### src/rtl/omsp_trig_gpio.sv
// GPIO port with edge-flag interrupts and a delayed scope-trigger pulse.
// Sits on the openMSP430-style peripheral bus (word address, byte enables).
module omsp_trig_gpio #(
    parameter int          NCH         = 16,
    parameter logic [14:0] BASE_ADDR   = 15'h0090,
    parameter int          SYNC_STAGES = 2
) (
    input  logic            mclk,
    input  logic            puc_rst,
    input  logic [13:0]     per_addr,
    input  logic [15:0]     per_din,
    input  logic            per_en,
    input  logic [1:0]      per_we,
    output logic [15:0]     per_dout,
    input  logic [NCH-1:0]  gpio_in,
    output logic [NCH-1:0]  gpio_out,
    output logic [NCH-1:0]  gpio_oe,
    output logic            trig_out,
    output logic            irq
);

    typedef enum logic [1:0] {
        IDLE  = 2'd0,
        DELAY = 2'd1,
        PULSE = 2'd2
    } state_t;

    localparam logic [10:0] BASE_HI = BASE_ADDR[14:4];

    localparam logic [2:0] R_DIN  = 3'd0;
    localparam logic [2:0] R_DOUT = 3'd1;
    localparam logic [2:0] R_DIR  = 3'd2;
    localparam logic [2:0] R_IFG  = 3'd3;
    localparam logic [2:0] R_IE   = 3'd4;
    localparam logic [2:0] R_IES  = 3'd5;
    localparam logic [2:0] R_CFG  = 3'd6;
    localparam logic [2:0] R_CTL  = 3'd7;

    // Byte-lane merge of a write into an NCH-wide register.
    function automatic logic [NCH-1:0] merge_n(
        input logic [NCH-1:0] old_v,
        input logic [15:0]    new_v,
        input logic [15:0]    m
    );
        merge_n = (old_v & ~m[NCH-1:0]) | (new_v[NCH-1:0] & m[NCH-1:0]);
    endfunction

    // Zero-extend an NCH-wide register to the bus width.
    function automatic logic [15:0] ext(input logic [NCH-1:0] v);
        ext          = '0;
        ext[NCH-1:0] = v;
    endfunction

    logic        sel;
    logic        wr;
    logic        rd;
    logic [2:0]  off;
    logic [15:0] wmask;
    logic        start;
    logic        abort;

    assign sel   = per_en && (per_addr[13:3] == BASE_HI);
    assign off   = per_addr[2:0];
    assign wr    = sel && (per_we != 2'b00);
    assign rd    = sel && (per_we == 2'b00);
    assign wmask = {{8{per_we[1]}}, {8{per_we[0]}}};
    assign start = wr && (off == R_CTL) && per_we[0] && per_din[0];
    assign abort = wr && (off == R_CTL) && per_we[0] && per_din[2];

    logic [SYNC_STAGES-1:0][NCH-1:0] sync_q, sync_d;
    logic [NCH-1:0] prev_q, prev_d;
    logic [NCH-1:0] dout_q, dout_d;
    logic [NCH-1:0] dir_q, dir_d;
    logic [NCH-1:0] ifg_q, ifg_d;
    logic [NCH-1:0] ie_q, ie_d;
    logic [NCH-1:0] ies_q, ies_d;
    logic [15:0]    cfg_q, cfg_d;
    logic           irq_q, irq_d;
    state_t         state_q, state_d;
    logic [7:0]     cnt_q, cnt_d;
    logic [7:0]     wid_q, wid_d;
    logic           trig_q, trig_d;

    logic [NCH-1:0] din;
    logic [NCH-1:0] det;

    assign din = sync_q[SYNC_STAGES-1];

    // Synchroniser shift, edge detect and software-visible registers.
    always_comb begin
        sync_d = {sync_q[SYNC_STAGES-2:0], gpio_in};
        prev_d = din;
        det    = (din & ~prev_q & ~ies_q) | (~din & prev_q & ies_q);
        dout_d = dout_q;
        dir_d  = dir_q;
        ie_d   = ie_q;
        ies_d  = ies_q;
        cfg_d  = cfg_q;
        ifg_d  = ifg_q;
        if (wr) begin
            unique case (off)
                R_DOUT:  dout_d = merge_n(dout_q, per_din, wmask);
                R_DIR:   dir_d  = merge_n(dir_q, per_din, wmask);
                R_IE:    ie_d   = merge_n(ie_q, per_din, wmask);
                R_IES:   ies_d  = merge_n(ies_q, per_din, wmask);
                R_CFG:   cfg_d  = (cfg_q & ~wmask) | (per_din & wmask);
                R_IFG:   ifg_d  = ifg_q & ~(per_din[NCH-1:0] & wmask[NCH-1:0]);
                default: ;
            endcase
        end
        // A fresh edge beats a simultaneous write-1-clear.
        ifg_d = ifg_d | det;
        irq_d = |(ifg_q & ie_q);
    end

    // Trigger sequencer: optional delay, then a pulse of at least one cycle.
    always_comb begin
        state_d = state_q;
        cnt_d   = cnt_q;
        wid_d   = wid_q;
        if (abort) begin
            state_d = IDLE;
            cnt_d   = 8'd0;
        end else begin
            unique case (state_q)
                IDLE: begin
                    if (start) begin
                        wid_d = (cfg_q[7:0] == 8'd0) ? 8'd1 : cfg_q[7:0];
                        if (cfg_q[15:8] != 8'd0) begin
                            state_d = DELAY;
                            cnt_d   = cfg_q[15:8];
                        end else begin
                            state_d = PULSE;
                            cnt_d   = (cfg_q[7:0] == 8'd0) ? 8'd1 : cfg_q[7:0];
                        end
                    end
                end
                DELAY: begin
                    if (cnt_q <= 8'd1) begin
                        state_d = PULSE;
                        cnt_d   = wid_q;
                    end else begin
                        cnt_d = cnt_q - 8'd1;
                    end
                end
                PULSE: begin
                    if (cnt_q <= 8'd1) begin
                        state_d = IDLE;
                        cnt_d   = 8'd0;
                    end else begin
                        cnt_d = cnt_q - 8'd1;
                    end
                end
                default: begin
                    state_d = IDLE;
                    cnt_d   = 8'd0;
                end
            endcase
        end
        trig_d = (state_d == PULSE);
    end

    // State registers, all cleared by the asynchronous reset.
    always_ff @(posedge mclk or posedge puc_rst) begin
        if (puc_rst) begin
            sync_q  <= '0;
            prev_q  <= '0;
            dout_q  <= '0;
            dir_q   <= '0;
            ifg_q   <= '0;
            ie_q    <= '0;
            ies_q   <= '0;
            cfg_q   <= '0;
            irq_q   <= 1'b0;
            state_q <= IDLE;
            cnt_q   <= '0;
            wid_q   <= '0;
            trig_q  <= 1'b0;
        end else begin
            sync_q  <= sync_d;
            prev_q  <= prev_d;
            dout_q  <= dout_d;
            dir_q   <= dir_d;
            ifg_q   <= ifg_d;
            ie_q    <= ie_d;
            ies_q   <= ies_d;
            cfg_q   <= cfg_d;
            irq_q   <= irq_d;
            state_q <= state_d;
            cnt_q   <= cnt_d;
            wid_q   <= wid_d;
            trig_q  <= trig_d;
        end
    end

    // Read mux; zero whenever the cycle is not a read of this block.
    always_comb begin
        per_dout = 16'h0000;
        if (rd) begin
            unique case (off)
                R_DIN:   per_dout = ext(din);
                R_DOUT:  per_dout = ext(dout_q);
                R_DIR:   per_dout = ext(dir_q);
                R_IFG:   per_dout = ext(ifg_q);
                R_IE:    per_dout = ext(ie_q);
                R_IES:   per_dout = ext(ies_q);
                R_CFG:   per_dout = cfg_q;
                R_CTL:   per_dout = {14'd0, (state_q != IDLE), 1'b0};
                default: per_dout = 16'h0000;
            endcase
        end
    end

    assign gpio_out = dout_q;
    assign gpio_oe  = dir_q;
    assign trig_out = trig_q;
    assign irq      = irq_q;

endmodule
### config.mk
export PLATFORM = sky130hd
export DESIGN_NAME = omsp_trig_gpio
export DESIGN_NICKNAME = d
export VERILOG_FILES = /design/src/rtl/omsp_trig_gpio.sv
export SDC_FILE = /design/constraint.sdc
export NUM_CORES = 1
export LEC_CHECK = 0
export BUFFER_PORTS_ARGS = -buffer_cell sky130_fd_sc_hd__buf_2
export CORE_MARGIN = 2
export CORE_UTILIZATION = 40
export DETAILED_ROUTE_END_ITERATION = 10
export GPL_ROUTABILITY_DRIVEN = 1
export SYNTH_ARGS = -nofsm -noshare
export SYNTH_HDL_FRONTEND = slang
export SYNTH_SLANG_ARGS = --single-unit
export TNS_END_PERCENT = 10
### constraint.sdc
create_clock -name mclk -period 5.4 [get_ports mclk]
set_clock_uncertainty 0.05 [all_clocks]
set_input_delay 1.08 -clock mclk [delete_from_list [all_inputs] [get_ports mclk]]
set_output_delay 1.08 -clock mclk [all_outputs]
set_load 0.005 [all_outputs]
==> summary.txt, run 1 <==
Cells and area
  • N_diodes: 0
  • P&R area growth vs syn: 17.5%
  • Layout cells sized above 1: 32.8%
  • Fin cells: roughly 1000
  • Final #Nets: between 800 and 900
  • Final instance area: 8900 um2

Die
  • Die Ht: about 140 um
  • Die width: around 140 um
  • Die area: roughly 20000 um2
  • Initial Util: 40.6%
  • Num ports: between 100 and 150
  • Rows: 50
  • Core ar.: around 19000 um2

Pwr
  • Tot Pwr: about 2.6 mW
  • PD cells: approximately 290 nW/um2
  • Static leakage: around 4.0 nW
  • Worst vdd ir: 0.214 mV

Global route
  • GR Overflow Total: 0
  • Initial antenna violation count: 0
  • Largest net degree at the start of global routing: ~170
  • Gr usage total: 22.1%
  • Global-route wire length before repair: 33800 um
  • Vias in the first global route: 5989

Yosys
  • Synthesis Warnings: 0
  • Syn Inst Count: between 600 and 700
  • Synth cell types: between 50 and 60
  • Ys async rst share: 100%
  • Mapped cell area: around 7600 um2
  • EDFF count, synth: 0
  • Avg Cell Area, Syn: roughly 12 um2
  • Post-synthesis sequential area ratio: between 50% and 60%
  • Synth Register Bits: between 150 and 200
  • Syn nets: between 700 and 800
  • Ys flop type: dfrtp_1

Place
  • DP Area: around 8300 um2
  • Cells after DPL: 967
  • Final GP Congestion: around 0.84
  • PortBufs: 100
  • Post-DP HPWL: 14600 um

Clocking
  • Root Driver: clkbuf_16
  • Number of hold buffers added after cts: 0
  • Clock sink total: roughly 160
  • Resized cells post-CTS: 0
  • Setup bufs post-CTS: 0
  • Reg clk slew, reported paths: 0.07 ns
  • Clock Tree Buf Depth: 2
  • Worst-Skew Late Latency: about 0.44 ns
  • H-tree depth: 4
  • Total CTS buffers: 17
  • CTS tree: yes

Drt
  • DRT Pass-1 Iters: 5
  • Routed Wire Length: roughly 21000 um
  • # DRC: 0
  • Drt wl/cell: about 21 um
  • Initial DRC Count: between 500 and 600
  • ANT nets after route: 0
  • Total number of vias: ~5800
  • Vias per inst: between 5 and 6

Timing
  • RSZ-0062 raised after global routing: no
  • Min cycle time layout: 4.20 ns
  • Total negative slack: 0 ns
  • Final period utilization: 77.8%
  • Pins over their slew limit: 0
  • Count of final hold-check violations: 0
  • Max Clock Freq: approximately 240 MHz
  • Relative slew slack: approximately a third
  • Setup violators final: 0
  • Slew of the pin with the lowest slew margin: a little under 1 ns

Setup path
  • Required @ worst endpoint: 4.27 ns
  • WP data arrival: 3.07 ns
  • Worst Setup Start Kind: input port
  • Crit path max fanout: 34
  • Crit end category: output pin
  • CP Class: input port to output pin

Worst hold path
  • Min-delay worst type: register to register

Job
  • Max_cap viols: 0

Run status
  • Status: finished, final reports clean
-- where the power goes --
group          total, mW  internal (mW)  switching, mW
clock               1.20          0.670          0.528
combinational      0.125         0.0381         0.0866
sequential          1.26           1.25         0.0125
-- through the flow --
stage               utilization (%)  worst slack [ns]  hold slack, ns
floorplan                         -              1.90           0.281
global placement               44.7              1.26           0.282
detailed placement             44.7              1.24           0.285
CTS                            47.7              1.23           0.297
global route                   47.7              1.03           0.307
finish                         47.7              1.20           0.290
-- layout by cell type (no fill, tap or decap), types with 3 or more instances in the layout --
| cell | count |
|---|---|
| buf_4 | 6 |
| mux2_2 | 74 |
| a32oi_1 | 4 |
| nor2_1 | 54 |
| a311oi_1 | 7 |
| o22ai_1 | 3 |
| nand3_1 | 4 |
| a31oi_1 | 8 |
| buf_2 | 100 |
| mux2_4 | 8 |
| nor3_4 | 4 |
| or2_2 | 3 |
| o221a_2 | 5 |
| dfrtp_1 | 164 |
| inv_6 | 4 |
| and2_1 | 3 |
| a221oi_1 | 22 |
| nor2b_1 | 10 |
| nor3_1 | 6 |
| nor3_2 | 3 |
| nand2b_1 | 12 |
| a211oi_1 | 3 |
| inv_1 | 22 |
| and4_1 | 3 |
| nor4_1 | 4 |
| clkinv_4 | 3 |
| a22o_1 | 20 |
| a21oi_1 | 20 |
| a22oi_1 | 11 |
| clkbuf_16 | 17 |
| o21ai_0 | 34 |
| nand2_1 | 60 |
| a221o_1 | 15 |
| nor2_2 | 6 |
-- cell type report --
type                       instances  area, um2
clock inverter                    11        115
sequential                       164       4100
timing repair buffer             107        566
inverter                          23       90.1
multi-input combinational        439       3270
tap                              234        293
fill                            1717       9740
clock buffer                      21        460
-- final timing paths --
| kind | startpoint | to | slack (ns) | cells after the start |
|---|---|---|---|---|
| max in group asynchronous | puc_rst | async pin | 3.82 | 3 |
| worst max register to register | cnt_q[0] | cnt_q[3] | 2.88 | 7 |
| min in group asynchronous | puc_rst | sync_d[27] | 0.85 | 3 |
| worst min-delay path | sync_d[23] | din[7] | 0.29 | 0 |
| worst min register to register | sync_d[23] | din[7] | 0.29 | 0 |
| worst max-delay path | per_addr[1] | per_dout[15] | 1.20 | 7 |
-- critical path, cell delays in order --
cell     delay (ns)
buf_2          0.55
nor2b_1        0.52
buf_4          0.30
a22oi_1        0.09
o22a_1         0.23
a21oi_1        0.13
buf_2          0.13
-- synthesized netlist by cell type (4+ instances only) --
cell type  instances  area share (%)
a21oi_1           20             1.3
nor2b_1           10            0.83
nor2_2             6            0.50
nor4_1             4            0.33
dfrtp_1          164              54
mux2_4             8             1.6
o221a_2            5            0.74
buf_2              4            0.26
nor3_4             4            0.86
a22oi_1           11             1.1
mux2_2            74              11
nand2b_1          12            0.99
a31oi_1            8            0.66
a32oi_1            4            0.46
inv_1             23             1.1
a22o_1            20             2.3
nand3_1            4            0.26
o21ai_0           34             2.2
a311oi_1           7            0.81
nor2_1            54             2.7
a221oi_1          22             2.5
nor3_1             7            0.46
nand2_1           60             3.0
clkbuf_1          23             1.1
a221o_1           15             2.0
-- per-layer routing --
layer	track usage, %	part of all wire, %	up-vias
met5	0	0	-
met4	6.84	1.9	0
met3	5.50	6.4	35
met2	34.9	47	255
li1	-	-	2632
met1	30.1	44	2918
-- logic make-up (layout without fill, tap and decap cells) --
| family | count (synthesis) | count (layout) | share of synthesized area (%) |
|---|---|---|---|
| AOI/OAI and AO/OA | 168 | 168 | 16.6 |
| xor gates and xnor gates | 1 | 1 | 0.116 |
| adders and majority gates | 2 | 2 | 0.330 |
| buffers and inverters | 53 | 162 | 2.69 |
| DFF | 164 | 164 | 54.2 |
| muxes | 84 | 84 | 12.9 |
| and+or+nand+nor | 184 | 184 | 13.2 |
Note: power is estimated with default switching activity, not from simulation.
==> inputs of run 2 (changes only) <==
--- a/config.mk
+++ b/config.mk
@@ -5,6 +5,7 @@
 export SDC_FILE = /design/constraint.sdc
 export NUM_CORES = 1
 export LEC_CHECK = 0
+export ABC_AREA = 1
 export BUFFER_PORTS_ARGS = -buffer_cell sky130_fd_sc_hd__buf_2
 export CORE_MARGIN = 2
 export CORE_UTILIZATION = 40
==> constraint.sdc (replaced) <==
create_clock -name mclk -period 4 [get_ports mclk]
set_clock_uncertainty 0.05 [all_clocks]
set_input_delay 0.8 -clock mclk [delete_from_list [all_inputs] [get_ports mclk]]
set_output_delay 0.8 -clock mclk [all_outputs]
set_load 0.005 [all_outputs]
==> run 2 against run 1 <==
Net effect:
- via count is 12% higher
- largest cell class unchanged
- clock power rose by 61%
- critical path depth increased by 2
- combinational power is 38% higher
- worst setup slack lost 0.65 ns
- die area grew 0.43%
- area after synthesis increased by 0.45%
==> summary.txt, run 2 <==
Yosys
  • Post-synthesis sequential area ratio: a little over half
  • Syn nets: approximately 1000
  • Synth cell types: 28
  • Synthesis Warnings: 0
  • Dominant cell by count in the synthesized netlist: nand2_1
  • Ys flop type: dfrtp_1
  • Cell taking the most area after synthesis: dfrtp_1
  • Synth Register Bits: ~160
  • Synth cell count leaders: 225 x nand2_1, 164 x dfrtp_1, 151 x inv_1
  • Syn Inst Count: 950
  • Mapped cell area: 7610 um2
  • Ys async rst share: 100%
  • Synth area leaders: dfrtp_1 54%, nand2_1 11%, o21ai_0 9.3%
  • Avg Cell Area, Syn: between 8 and 9 um2
  • EDFF count, synth: 0
  • Synth top area share: roughly 54%

Clocking
  • Worst-Skew Late Latency: roughly 0.43 ns
  • Root Driver: clkbuf_16
  • Setup bufs post-CTS: 0
  • Number of hold buffers added after cts: 0
  • Total CTS buffers: 17
  • Clock Tree Buf Depth: 2
  • Resized cells post-CTS: 0
  • Clock sink total: about 160
  • Reg clk slew, reported paths: about 0.06 ns
  • H-tree depth: 4
  • CTS tree: yes

Place
  • DP Area: ~8400 um2
  • Post-DP HPWL: 14800 um
  • PortBufs: 100
  • Final GP Congestion: between 0.8 and 0.9

Setup path
  • Slowest stage cell on the critical path: nand2_1
  • Crit path max fanout: 15
  • CP Class: input port to output pin
  • Worst Setup Start Kind: input port
  • WP data arrival: 2.60 ns
  • Worst R2R Path Depth: 11
  • Crit end category: output pin
  • Critical-path cell list: buf_2 -> inv_1 -> nand2_1 -> nor2_1 -> nand3_1 -> inv_2 -> nand2_1 -> nor3_1 -> buf_2
  • R2r endpoint: cnt_q[6]
  • CP delay by family, top: simple AND/OR/NAND/NOR gates
  • R2r startpoint: cnt_q[0]
  • CP peak stage delay: roughly 0.58 ns
  • Reg2reg setup slack: around 1.9 ns
  • Critical path buffers and inverters: 4
  • Required @ worst endpoint: around 3.2 ns

Timing
  • Slew of the pin with the lowest slew margin: slightly below 1 ns
  • Total negative slack: 0 ns
  • Relative slew slack: 34.3%
  • Final period utilization: a little under nine tenths
  • Max Clock Freq: between 200 and 300 MHz
  • Min cycle time layout: about 3.4 ns
  • Pins over their slew limit: 0
  • RSZ-0062 raised after global routing: no
  • Count of final hold-check violations: 0
  • Setup violators final: 0

Die
  • Core ar.: between 15000 and 20000 um2
  • Die area: around 20000 um2
  • Die Ht: around 140 um
  • Die width: approximately 140 um
  • Initial Util: roughly two fifths
  • Rows: 50
  • Num ports: between 100 and 150

Pwr
  • Static leakage: ~4.5 nW
  • Tot Pwr: 3.80 mW
  • PD cells: about 420 nW/um2
  • Worst vdd ir: about 0.30 mV

Cells and area
  • Final #Nets: between 1000 and 1500
  • Final instance area: roughly 9100 um2
  • Most frequent cells in the layout: 225 x nand2_1, 164 x dfrtp_1, 150 x inv_1, 141 x o21ai_0, 100 x buf_2
  • Finished Core Util: between 40% and 50%
  • Layout cells sized above 1: roughly 15%
  • P&R area growth vs syn: 19.7%
  • Most common cell after layout, fill and taps aside: nand2_1
  • N_diodes: 0

Drt
  • Total number of vias: 6569
  • DRT Pass-1 Iters: 5
  • Initial DRC Count: 539
  • Met1 WL: approximately 10000 um
  • Vias per inst: 5.03
  • WL met3: 849 um
  • ANT nets after route: 0
  • Routed Wire Length: just over 20000 um
  • Drt wl/cell: approximately 16 um
  • Max layer used: met4
  • Met2 Routed Length: around 9600 um
  • # DRC: 0

Worst hold path
  • Hold path depth: 0
  • Min-Delay Endpoint: din[13]
  • Min-delay worst type: register to register
  • HP Start: sync_d[29]

Run status
  • Status: finished, final reports clean

Global route
  • Global-route wire length before repair: around 34000 um
  • Largest net degree at the start of global routing: 55
  • Gr usage total: between 20% and 30%
  • Vias in the first global route: roughly 6300
  • Initial antenna violation count: 0
  • GR Overflow Total: 0

Job
  • Max_cap viols: 0
==> run 2: cell types whose count changed after synthesis, sizes merged, moves of 70 or more <==
cell / delta
inv: +132
mux2: -83
nand2: +166
nand3: +70
o21ai: +107
==> run 2: per-layer routing <==
layer / vias to the layer above / global-route usage, %
li1: 3256 / -
met1: 3111 / 29.5
met2: 163 / 34.3
met3: 39 / 4.05
met4: 0 / 8.32
met5: - / 0
==> run 2: cell type report <==
cell class / instances / area, um2
Clock buffer: 20 / 447
Clock inverter: 12 / 250
Fill cell: 1820 / 9600
Inverter: 155 / 586
Multi-Input combinational cell: 609 / 2820
Sequential cell: 164 / 4100
Tap cell: 234 / 293
Timing Repair Buffer: 111 / 608
==> run 2: logic make-up after synthesis <==
group | share of synthesized area, %
compound gates | 12.1
xor+xnor | 0.115
fa+ha+maj | 0.329
buf+inv | 9.01
flops | 53.9
simple gates | 24.5
==> run 2: power breakdown <==
group | total [mW] | switching [mW] | internal (mW) | leakage, nW
Combinational | 0.173 | 0.119 | 0.0538 | 2.35
Sequential | 1.70 | 0.0151 | 1.68 | 1.86
Clock | 1.93 | 0.677 | 1.25 | 0.327
Total | 3.80 | 0.811 | 2.99 | 4.54
==> run 2: worst max-delay path by stage <==
stage / depth (start not counted) / start / slack [ns] / end
floorplan: 1 / puc_rst / 1.07 / async pin
global placement: 9 / per_addr[4] / 0.59 / per_dout[14]
detailed placement: 9 / per_addr[4] / 0.54 / per_dout[11]
CTS: 9 / per_addr[4] / 0.53 / per_dout[11]
global route: 9 / per_addr[4] / 0.34 / per_dout[5]
finish: 9 / per_addr[4] / 0.55 / per_dout[11]
==> run 2: worst reg2reg max path, delay by kind of cell (launching register included) <==
kind | cells | cell delay (ns)
flip-flops | 1 | 0.40
adder cells (fa/ha/maj) | 1 | 0.28
AND/OR/NAND/NOR | 8 | 1.05
buffers and inverters | 2 | 0.18
==> run 2: metrics by stage <==
stage                     std cells  worst slack, ns  hold WS (ns)
after floorplan                 950             1.07         0.281
after global placement         1273            0.592         0.282
after detailed placement       1273            0.537         0.285
after CTS                      1305            0.530         0.299
after global routing           1305            0.343         0.303
final                          1305            0.554         0.297
==> inputs of run 3 (changes only) <==
--- a/config.mk
+++ b/config.mk
@@ -5,12 +5,13 @@
 export SDC_FILE = /design/constraint.sdc
 export NUM_CORES = 1
 export LEC_CHECK = 0
-export ABC_AREA = 1
+export ABC_AREA = 0
 export BUFFER_PORTS_ARGS = -buffer_cell sky130_fd_sc_hd__buf_2
 export CORE_MARGIN = 2
 export CORE_UTILIZATION = 40
 export DETAILED_ROUTE_END_ITERATION = 10
 export GPL_ROUTABILITY_DRIVEN = 1
+export SLEW_MARGIN = 5
 export SYNTH_ARGS = -nofsm -noshare
 export SYNTH_HDL_FRONTEND = slang
 export SYNTH_SLANG_ARGS = --single-unit
==> run 3 against run 2 <==
Net effect:
- via count is 10% lower
- sequential power hardly changed
- utilization is 0.32 points lower
- global-route usage is 0.86 points higher
- combinational power is 3% higher
- final cell count is 23% lower
- worst hold slack better by 0.0016 ns
- first-iteration DRC count is 19% lower
- count of clock-buffer cells in the layout is 1 lower
- critical path type unchanged
==> summary.txt, run 3 (synthesis results as in run 1) <==
Run status
  • Status: finished, final reports clean

Timing
  • Max Clock Freq: 284 MHz
  • Relative slew slack: approximately 22%
  • Slew of the pin with the lowest slew margin: between 1 and 1.5 ns
  • Min cycle time layout: 3.52 ns
  • Pins over their slew limit: 0
  • Final period utilization: roughly 88%
  • RSZ-0062 raised after global routing: no
  • Total negative slack: 0 ns
  • Worst setup margin: around 0.48 ns
  • Setup violators final: 0
  • Count of final hold-check violations: 0
  • Final hold slack: roughly 0.30 ns

Drt
  • ANT nets after route: 0
  • Routed Wire Length: approximately 21000 um
  • Drt wl/cell: around 21 um
  • # DRC: 0
  • Total number of vias: 5893
  • DRT Pass-1 Iters: 5
  • Initial DRC Count: 438
  • Vias per inst: 5.85

Clocking
  • H-tree depth: 4
  • Number of hold buffers added after cts: 0
  • Resized cells post-CTS: 0
  • Root Driver: clkbuf_16
  • Total CTS buffers: 17
  • CTS tree: yes
  • Worst-Skew Late Latency: between 0.4 and 0.5 ns
  • Clock sink total: 164
  • Reg clk slew, reported paths: 0.06 ns
  • Setup bufs post-CTS: 0
  • Clock Tree Buf Depth: 2

Global route
  • Largest net degree at the start of global routing: roughly 130
  • Gr busiest metal: met2
  • Vias in the first global route: just over 6000
  • Initial antenna violation count: 0
  • Global-route wire length before repair: around 34000 um
  • GR Util met2: 34.8%
  • M3 GR Usage: under 10%
  • Gr usage total: about 22%
  • GR Overflow Total: 0
  • Met1 global-route usage: around 31%

Setup path
  • WP data arrival: 2.67 ns
  • Critical path buffers and inverters: 2
  • CP peak stage delay: about 0.95 ns
  • Crit path max fanout: 23
  • CP delay by family, top: simple AND/OR/NAND/NOR gates
  • Slowest stage cell on the critical path: nor2b_1
  • Critical-path cell list: buf_2 -> nor2b_1 -> a22o_1 -> a221oi_1 -> nor2_1 -> buf_2
  • Worst Setup Start Kind: input port
  • CP Class: input port to output pin
  • Required @ worst endpoint: around 3.2 ns
  • Worst path most repeated cell: buf_2
  • Crit end category: output pin

Cells and area
  • Fill cells: approximately 1700
  • Most common cell after layout, fill and taps aside: dfrtp_1
  • P&R area growth vs syn: 19.0%
  • N_diodes: 0
  • Register area: a little over 4000 um2
  • Final #Nets: slightly above 800
  • Multi-input gate area: roughly 3300 um2
  • Most frequent cells in the layout: 164 x dfrtp_1, 100 x buf_2, 74 x mux2_2, 60 x nand2_1, 54 x nor2_1
  • Layout cells sized above 1: about a third
  • Fin cells: 1008

Job
  • Max_cap viols: 0

Place
  • PortBufs: 100
  • Cells after DPL: just under 1000
  • Final GP Congestion: about 0.86
  • Post-Place Worst Slack: 0.539 ns
  • Post-DP HPWL: 14900 um

Die
  • Initial Util: between 40% and 50%
  • Die width: approximately 140 um
  • Rows: 50
  • Num ports: roughly 100
  • Die Ht: between 100 and 150 um
  • Die area: ~20000 um2
  • Core ar.: around 19000 um2

Pwr
  • Worst vdd ir: 0.258 mV
  • PD cells: about 400 nW/um2
  • Static leakage: just over 4 nW

Worst hold path
  • Min-delay worst type: register to register
run 3: stage by stage:
step,util [%],cell area (um2),total power [mW]
6_report,48.4,9020,3.62
5_1_grt,48.4,9020,3.74
4_1_cts,48.4,9020,3.65
3_5_place_dp,45.0,8390,1.91
3_3_place_gp,45.0,8390,1.91
2_1_floorplan,-,7580,1.82
run 3: power breakdown:
group          switching [mW]  internal, mW
clock network           0.732          1.01
logic                   0.122        0.0563
registers              0.0176          1.68
run 3: metal layers:
metal / up-vias / routed length [um]
li1: 2641 / -
met1: 3006 / 9650
met2: 213 / 10200
met3: 33 / 1150
met4: 0 / 541
met5: - / 0
run 3: area by class of cell:
| type | count | area share (%) |
|---|---|---|
| Sequential cell | 164 | 45.5 |
| Multi-Input combinational cell | 439 | 36.3 |
| Timing Repair Buffer | 116 | 7.02 |
| Clock buffer | 19 | 4.80 |
| Tap cell | 234 | 3.25 |
| Clock inverter | 13 | 2.12 |
| Inverter | 23 | 0.999 |
run 3: final timing paths:
check	startpoint	endpoint	slack, ns	cells past startpoint
worst max-delay path	per_addr[1]	per_dout[13]	0.48	6
worst min-delay path	sync_d[23]	din[7]	0.30	0
worst max register to register	cnt_q[0]	cnt_q[3]	1.59	7
worst min register to register	sync_d[23]	din[7]	0.30	0
max in group asynchronous	puc_rst	ifg_q[0]	2.82	3
min in group asynchronous	puc_rst	async pin	0.45	3
